### src/rtl/wb_regfile_pkg.sv
// Shared constants for the write-back stage and its register file.
// Latency: n/a (definitions only).
// Backpressure: n/a (definitions only).
package wb_regfile_pkg;

  // Default widths.
  localparam int DATA_W_DEF   = 32;
  localparam int ADDR_W_DEF   = 5;
  localparam int NUM_REGS_DEF = 32;

  // Control encodings.
  localparam logic RstEnable    = 1'b1;
  localparam logic RstDisable   = 1'b0;
  localparam logic WriteEnable  = 1'b1;
  localparam logic WriteDisable = 1'b0;
  localparam logic ReadEnable   = 1'b1;
  localparam logic ReadDisable  = 1'b0;

  // Value constants.
  localparam logic [DATA_W_DEF-1:0] ZeroWord   = '0;
  localparam logic [ADDR_W_DEF-1:0] NOPRegAddr = '0;

endpackage

### src/rtl/wb_regfile_array.sv
// General-purpose register file: one write port, two combinational read ports.
// Latency: write lands on the next rising edge; reads are combinational.
// Backpressure: none; the write port is the bypass source for reads.
//
// Ports:
//   clk_i, rst_i                 clock, async active-high reset
//   we_i, waddr_i, wdata_i       write port (also the bypass entry)
//   re1_i, raddr1_i, rdata1_o    read port 1
//   re2_i, raddr2_i, rdata2_o    read port 2
module regfile_array
  import wb_regfile_pkg::*;
#(
  parameter int DATA_W   = DATA_W_DEF,
  parameter int ADDR_W   = ADDR_W_DEF,
  parameter int NUM_REGS = NUM_REGS_DEF
) (
  input  logic              clk_i,
  input  logic              rst_i,
  input  logic              we_i,
  input  logic [ADDR_W-1:0] waddr_i,
  input  logic [DATA_W-1:0] wdata_i,
  input  logic              re1_i,
  input  logic [ADDR_W-1:0] raddr1_i,
  output logic [DATA_W-1:0] rdata1_o,
  input  logic              re2_i,
  input  logic [ADDR_W-1:0] raddr2_i,
  output logic [DATA_W-1:0] rdata2_o
);

  logic [DATA_W-1:0] regs_q [NUM_REGS];

  // Register 0 is never written, so it keeps its reset value of zero.
  always_ff @(posedge clk_i or posedge rst_i) begin
    if (rst_i) begin
      for (int i = 0; i < NUM_REGS; i++) begin
        regs_q[i] <= '0;
      end
    end else if (we_i == WriteEnable && waddr_i != ADDR_W'(NOPRegAddr)) begin
      regs_q[waddr_i] <= wdata_i;
    end
  end

  // Read priority: reset, disabled port, r0, bypass of the pending write, storage.
  // The bypass makes the pending write visible one edge before it is stored.
  function automatic logic [DATA_W-1:0] read_mux(
    input logic              rst,
    input logic              re,
    input logic [ADDR_W-1:0] ra,
    input logic              we,
    input logic [ADDR_W-1:0] wa,
    input logic [DATA_W-1:0] wd,
    input logic [DATA_W-1:0] stored
  );
    logic [DATA_W-1:0] r;
    r = DATA_W'(ZeroWord);
    if (rst == RstEnable) begin
      r = DATA_W'(ZeroWord);
    end else if (re == ReadDisable) begin
      r = DATA_W'(ZeroWord);
    end else if (ra == ADDR_W'(NOPRegAddr)) begin
      r = DATA_W'(ZeroWord);
    end else if (we == WriteEnable && ra == wa) begin
      r = wd;
    end else begin
      r = stored;
    end
    return r;
  endfunction

  always_comb begin
    rdata1_o = read_mux(rst_i, re1_i, raddr1_i, we_i, waddr_i, wdata_i, regs_q[raddr1_i]);
    rdata2_o = read_mux(rst_i, re2_i, raddr2_i, we_i, waddr_i, wdata_i, regs_q[raddr2_i]);
  end

endmodule

### src/rtl/wb_regfile.sv
// Write-back stage: MEM/WB latch with stall/flush, committing into the register file.
// Latency: MEM input captured on edge 1, committed to storage on edge 2; reads are combinational with bypass.
// Backpressure: stall_i holds the latch (recommit is idempotent); flush_i replaces it with a NOP.
//
// Ports:
//   clk, resetn                         clock, async active-high reset (1 = asserted)
//   wdata_i, wd_i, wreg_i               write-back triple from the MEM stage
//   stall_i, flush_i                    latch hold / squash (flush wins)
//   re1_i, raddr1_i, rdata1_o           decode read port 1
//   re2_i, raddr2_i, rdata2_o           decode read port 2
//   wb_wdata_o, wb_wd_o, wb_wreg_o      latched triple, exported for forwarding
module wb_regfile
  import wb_regfile_pkg::*;
#(
  parameter int DATA_W   = DATA_W_DEF,
  parameter int ADDR_W   = ADDR_W_DEF,
  parameter int NUM_REGS = NUM_REGS_DEF
) (
  input  logic              clk,
  input  logic              resetn,
  input  logic [DATA_W-1:0] wdata_i,
  input  logic [ADDR_W-1:0] wd_i,
  input  logic              wreg_i,
  input  logic              stall_i,
  input  logic              flush_i,
  input  logic              re1_i,
  input  logic [ADDR_W-1:0] raddr1_i,
  output logic [DATA_W-1:0] rdata1_o,
  input  logic              re2_i,
  input  logic [ADDR_W-1:0] raddr2_i,
  output logic [DATA_W-1:0] rdata2_o,
  output logic [DATA_W-1:0] wb_wdata_o,
  output logic [ADDR_W-1:0] wb_wd_o,
  output logic              wb_wreg_o
);

  logic [DATA_W-1:0] wb_wdata_q, wb_wdata_d;
  logic [ADDR_W-1:0] wb_wd_q,    wb_wd_d;
  logic              wb_wreg_q,  wb_wreg_d;

  // Flush beats stall beats capture.
  always_comb begin
    wb_wdata_d = wb_wdata_q;
    wb_wd_d    = wb_wd_q;
    wb_wreg_d  = wb_wreg_q;
    if (flush_i) begin
      wb_wdata_d = DATA_W'(ZeroWord);
      wb_wd_d    = ADDR_W'(NOPRegAddr);
      wb_wreg_d  = WriteDisable;
    end else if (!stall_i) begin
      wb_wdata_d = wdata_i;
      wb_wd_d    = wd_i;
      wb_wreg_d  = wreg_i;
    end
  end

  always_ff @(posedge clk or posedge resetn) begin
    if (resetn) begin
      wb_wdata_q <= DATA_W'(ZeroWord);
      wb_wd_q    <= ADDR_W'(NOPRegAddr);
      wb_wreg_q  <= WriteDisable;
    end else begin
      wb_wdata_q <= wb_wdata_d;
      wb_wd_q    <= wb_wd_d;
      wb_wreg_q  <= wb_wreg_d;
    end
  end

  assign wb_wdata_o = wb_wdata_q;
  assign wb_wd_o    = wb_wd_q;
  assign wb_wreg_o  = wb_wreg_q;

  // The array's write port is fed from the pre-edge latch, so a flush on the
  // same edge still lets the outgoing entry commit.
  regfile_array #(
    .DATA_W  (DATA_W),
    .ADDR_W  (ADDR_W),
    .NUM_REGS(NUM_REGS)
  ) u_regfile_array (
    .clk_i   (clk),
    .rst_i   (resetn),
    .we_i    (wb_wreg_q),
    .waddr_i (wb_wd_q),
    .wdata_i (wb_wdata_q),
    .re1_i   (re1_i),
    .raddr1_i(raddr1_i),
    .rdata1_o(rdata1_o),
    .re2_i   (re2_i),
    .raddr2_i(raddr2_i),
    .rdata2_o(rdata2_o)
  );

endmodule

### config.mk
export PLATFORM = sky130hd
export DESIGN_NAME = wb_regfile
export DESIGN_NICKNAME = d
export VERILOG_FILES = /design/src/rtl/wb_regfile_pkg.sv /design/src/rtl/wb_regfile_array.sv /design/src/rtl/wb_regfile.sv
export SDC_FILE = /design/constraint.sdc
export NUM_CORES = 2
export LEC_CHECK = 0
export ABC_CLOCK_PERIOD_IN_PS = 50100
export BUFFER_PORTS_ARGS = -buffer_cell sky130_fd_sc_hd__clkbuf_2
export CELL_PAD_IN_SITES_DETAIL_PLACEMENT = 1
export CELL_PAD_IN_SITES_GLOBAL_PLACEMENT = 1
export CORE_MARGIN = 10
export CORE_UTILIZATION = 38
export DETAILED_ROUTE_END_ITERATION = 8
export PLACE_DENSITY_LB_ADDON = 0.1
export SKIP_CTS_REPAIR_TIMING = 1
export SLEW_MARGIN = 20
export SYNTH_ARGS = -nofsm -noshare
export SYNTH_HDL_FRONTEND = slang
export SYNTH_SLANG_ARGS = --single-unit
### constraint.sdc
create_clock -name clk -period 50.1 [get_ports clk]
set_input_delay 15.03 -clock clk [delete_from_list [all_inputs] [get_ports clk]]
set_output_delay 15.03 -clock clk [all_outputs]
set_load 0.02 [all_outputs]
==> flow_metrics.py <==
metrics = {
    "run_status": {
        "run_status": "finished, final reports clean",
    },
    "yosys": {
        "syn-cell-area_mm2": 0.0575,
        "syn_inst": 4059,
        "synth_nets": 4113,
        "yosys.cell_types.count": 42,
        "synth.ff_latch_count": 1062,
        "synth_top_area_share_pct": 46.2,
        "avgSynthCellArea_um2": 14.2,
        "ys_seq_area_share_pct": 46.2,
        "ys_top_cells_by_area": "dfrtp_1 (46%), mux2_2 (22%), mux4_2 (13%)",
        "yosysTopAreaCell": "dfrtp_1",
        "ys_warn_count": 0,
    },
    "worst_setup_path": {
        "rr_worst_depth": 4,
        "r2r_setup_slack_ns": 46.77,
        "cp.arrival_ns": 19.75,
        "crit_slowest_cell": "nor2b_4",
        "critPathTopFamily": "buffers and inverters",
        "cp-start-kind": "primary input",
        "crit_required_ns": 35.07,
        "crit_chain": "buf_6 -> buf_4 -> buf_4 -> nor2b_4 -> buf_4 -> a221oi_1 -> a221o_1 -> a41oi_1 -> clkbuf_2",
        "crit_fanout": 56,
        "cp_common_cell": "buf_4",
        "crit_path_end_kind": "output port",
        "crit_type": "in2out",
        "path_buf_inv": 5,
        "worstReg2RegEnd": "u_regfile_array.regs_q[189]",
        "slowest_delay_ns": 0.84,
        "worstReg2RegStart": "wb_wd_o[3]",
    },
    "finish": {
        "fillerInstances": 14900,
        "multi_input_area_mm2": 0.0288,
        "final_cells": 6113,
        "final_common_cell": "mux2_2",
        "drive_gt1_share_pct": 48.6,
        "final_util_pct": 42.7,
        "seqCellArea_mm2": 0.0266,
        "syn2layout_area_growth_pct": 11.4,
        "final_area_mm2": 0.0641,
        "layout_common_cells": "mux2_2 (1,125), dfrtp_1 (1,061), mux2i_1 (365)",
        "nets": 4055,
    },
    "routing": {
        "vias_per_cell": 6.29,
        "ant_nets": 0,
        "wl_per_cell_um": 36.8,
        "routed_wl_mm": 225,
        "route.detailed.drc": 0,
        "drtIter0Drc": 3227,
        "num_vias": 38500,
        "dr.pass1.iters": 7,
    },
    "floorplan": {
        "die-area_mm2": 0.167,
        "initial_core_util_pct": 38.3,
        "pin_count": 156,
        "rows": 142,
        "core_region_area_mm2": 0.150,
        "die_w_um": 409,
        "dieHeight_um": 409,
    },
    "clock_network": {
        "cts_root_buf": "clkbuf_16",
        "clk_latency_ns": 0.76,
        "clk_path_buf_depth": 3,
        "clk_pin_slew_ns": 0.06,
        "htree_levels": 4,
        "numCtsBuffers": 132,
        "cts_tree": "done",
        "cts.sinks": 1062,
    },
    "min_path": {
        "hp-start": "u_regfile_array.regs_q[1013]",
        "min_path_type": "reg2reg",
        "hold_path_depth": 0,
        "min_delay_worst_endpoint": "u_regfile_array.regs_q[1013]",
    },
    "power_and_ir_drop": {
        "p_leak_nw": 29.5,
        "power.total_mw": 2.08,
        "cellPowerDensity_mw_per_mm2": 32.5,
        "vdd_drop_max_v": 0.0000349,
    },
    "sta": {
        "whs_ns": 0.395,
        "skew_ns": 0.0274,
        "hold_violations": 0,
        "fmax_mhz": 28.8,
        "rsz0062_at_grt": "no",
        "final_max_slew_viol_count": 0,
        "fin_crit_sh_pct": 69.4,
        "timing.setup.tns_ns": 0,
        "setup_viol": 0,
        "min_period_ns": 34.78,
        "tightest_slew_ns": 1.11,
        "setup_ws_ns": 15.32,
        "max-slew-margin-rel_pct": 26.2,
    },
    "placed_design": {
        "port_buffers": 155,
        "gp_congestion": 0.763,
        "place_worst_setup_slack_ns": 15.37,
        "post-dp-hpwl_mm": 124,
        "dp_cells": 5883,
        "placedInstanceArea_mm2": 0.0597,
    },
    "global_route": {
        "grt_pass1_wl_mm": 319,
        "antenna_found_initial": 15,
        "grt_overflow_total": 0,
        "grt_max_degree": 157,
        "grt_use_total_pct": 26.4,
        "grt_pass1_vias": 40300,
    },
    "job": {
        "cap_violations": 0,
    },
}
==> synth_stat cells <==
cell type and number:
a21oi_1 6, a21oi_2 2, a221o_1 55, a221oi_1 55, a22o_1 26, a22oi_1 95
a31oi_1 50, a41oi_1 39, and2_0 1, and2_1 1, and3_1 3, and3b_1 2
buf_1 54, buf_12 1, buf_2 84, buf_4 38, buf_6 45, buf_8 6
clkbuf_1 245, dfrtp_1 1062, inv_1 3, mux2_2 1125, mux2i_1 365, mux4_2 320
nand2_1 38, nand2b_1 60, nand3_1 8, nand3b_1 4, nand4_1 8, nor2_1 60
nor2b_1 4, nor3_1 3, nor3b_1 4, o21ai_0 35, o21ai_1 1, o221ai_1 9
o22ai_1 53, o2bb2ai_1 9, o31ai_1 64, or2_2 5, or3b_2 1, xnor2_1 10
==> report_power, final <==
group          switching [mW]  internal [mW]
sequential             0.0227          0.885
combinational           0.132         0.0783
clock                   0.390          0.576
==> area by class of cell <==
class / count / area share, %
multi-input cells: 2521 / 44.9
flip-flops and latches: 1062 / 41.5
clock buffers: 194 / 6.25
well taps: 2016 / 3.94
repair buffers: 281 / 2.89
clock inverters: 33 / 0.484
inverters: 3 / 0.0293
diodes: 3 / 0.0117
==> registers in the layout, summed over array words and instances (netlist names) <==
name                    flops
wb_wreg_o                   1
wb_wdata_o                 32
u_regfile_array.regs_q   1024
wb_wd_o                     5
==> metal layers <==
layer / global-route usage [%] / up-vias / share of wire (%)
li1: - / 15500 / -
met1: 37.6 / 21400 / 46
met2: 40.9 / 1187 / 46
met3: 4.33 / 355 / 5.4
met4: 7.81 / 4 / 2.9
met5: 1.01 / - / 0.10
==> worst max-delay path by stage <==
stage | startpoint | to | slack, ns | cells past startpoint
final | raddr1_i[2] | rdata1_o[17] | 15.32 | 9
after global routing | raddr1_i[2] | rdata1_o[17] | 15.31 | 9
after CTS | raddr1_i[2] | rdata1_o[17] | 15.37 | 9
after detailed placement | raddr1_i[2] | rdata1_o[17] | 15.37 | 9
after global placement | raddr1_i[2] | rdata1_o[17] | 15.46 | 9
after floorplan | resetn | u_regfile_array.regs_q[0] | 5.18 | 1
==> cells by family (layout without fill, tap and decap cells) <==
group                  Yosys count  in the layout  synth area share [%]
buffers and inverters          476            511                  4.27
AO/OA/AOI/OAI                  499            499                  6.65
XOR/XNOR                        10             10                 0.152
AND/OR/NAND/NOR                202            202                  1.78
flip-flops                    1062           1062                  46.2
other                            0              3                     0
multiplexers                  1810           1810                  40.9
==> worst register-to-register path: cells and delay by family, from the launching register on <==
kind / cells / cell delay [ns]
buffers and inverters: 1 / 0.69
DFF: 1 / 0.72
muxes: 1 / 0.43
and+or+nand+nor: 2 / 1.37
Power figures use the tool's default switching activity.
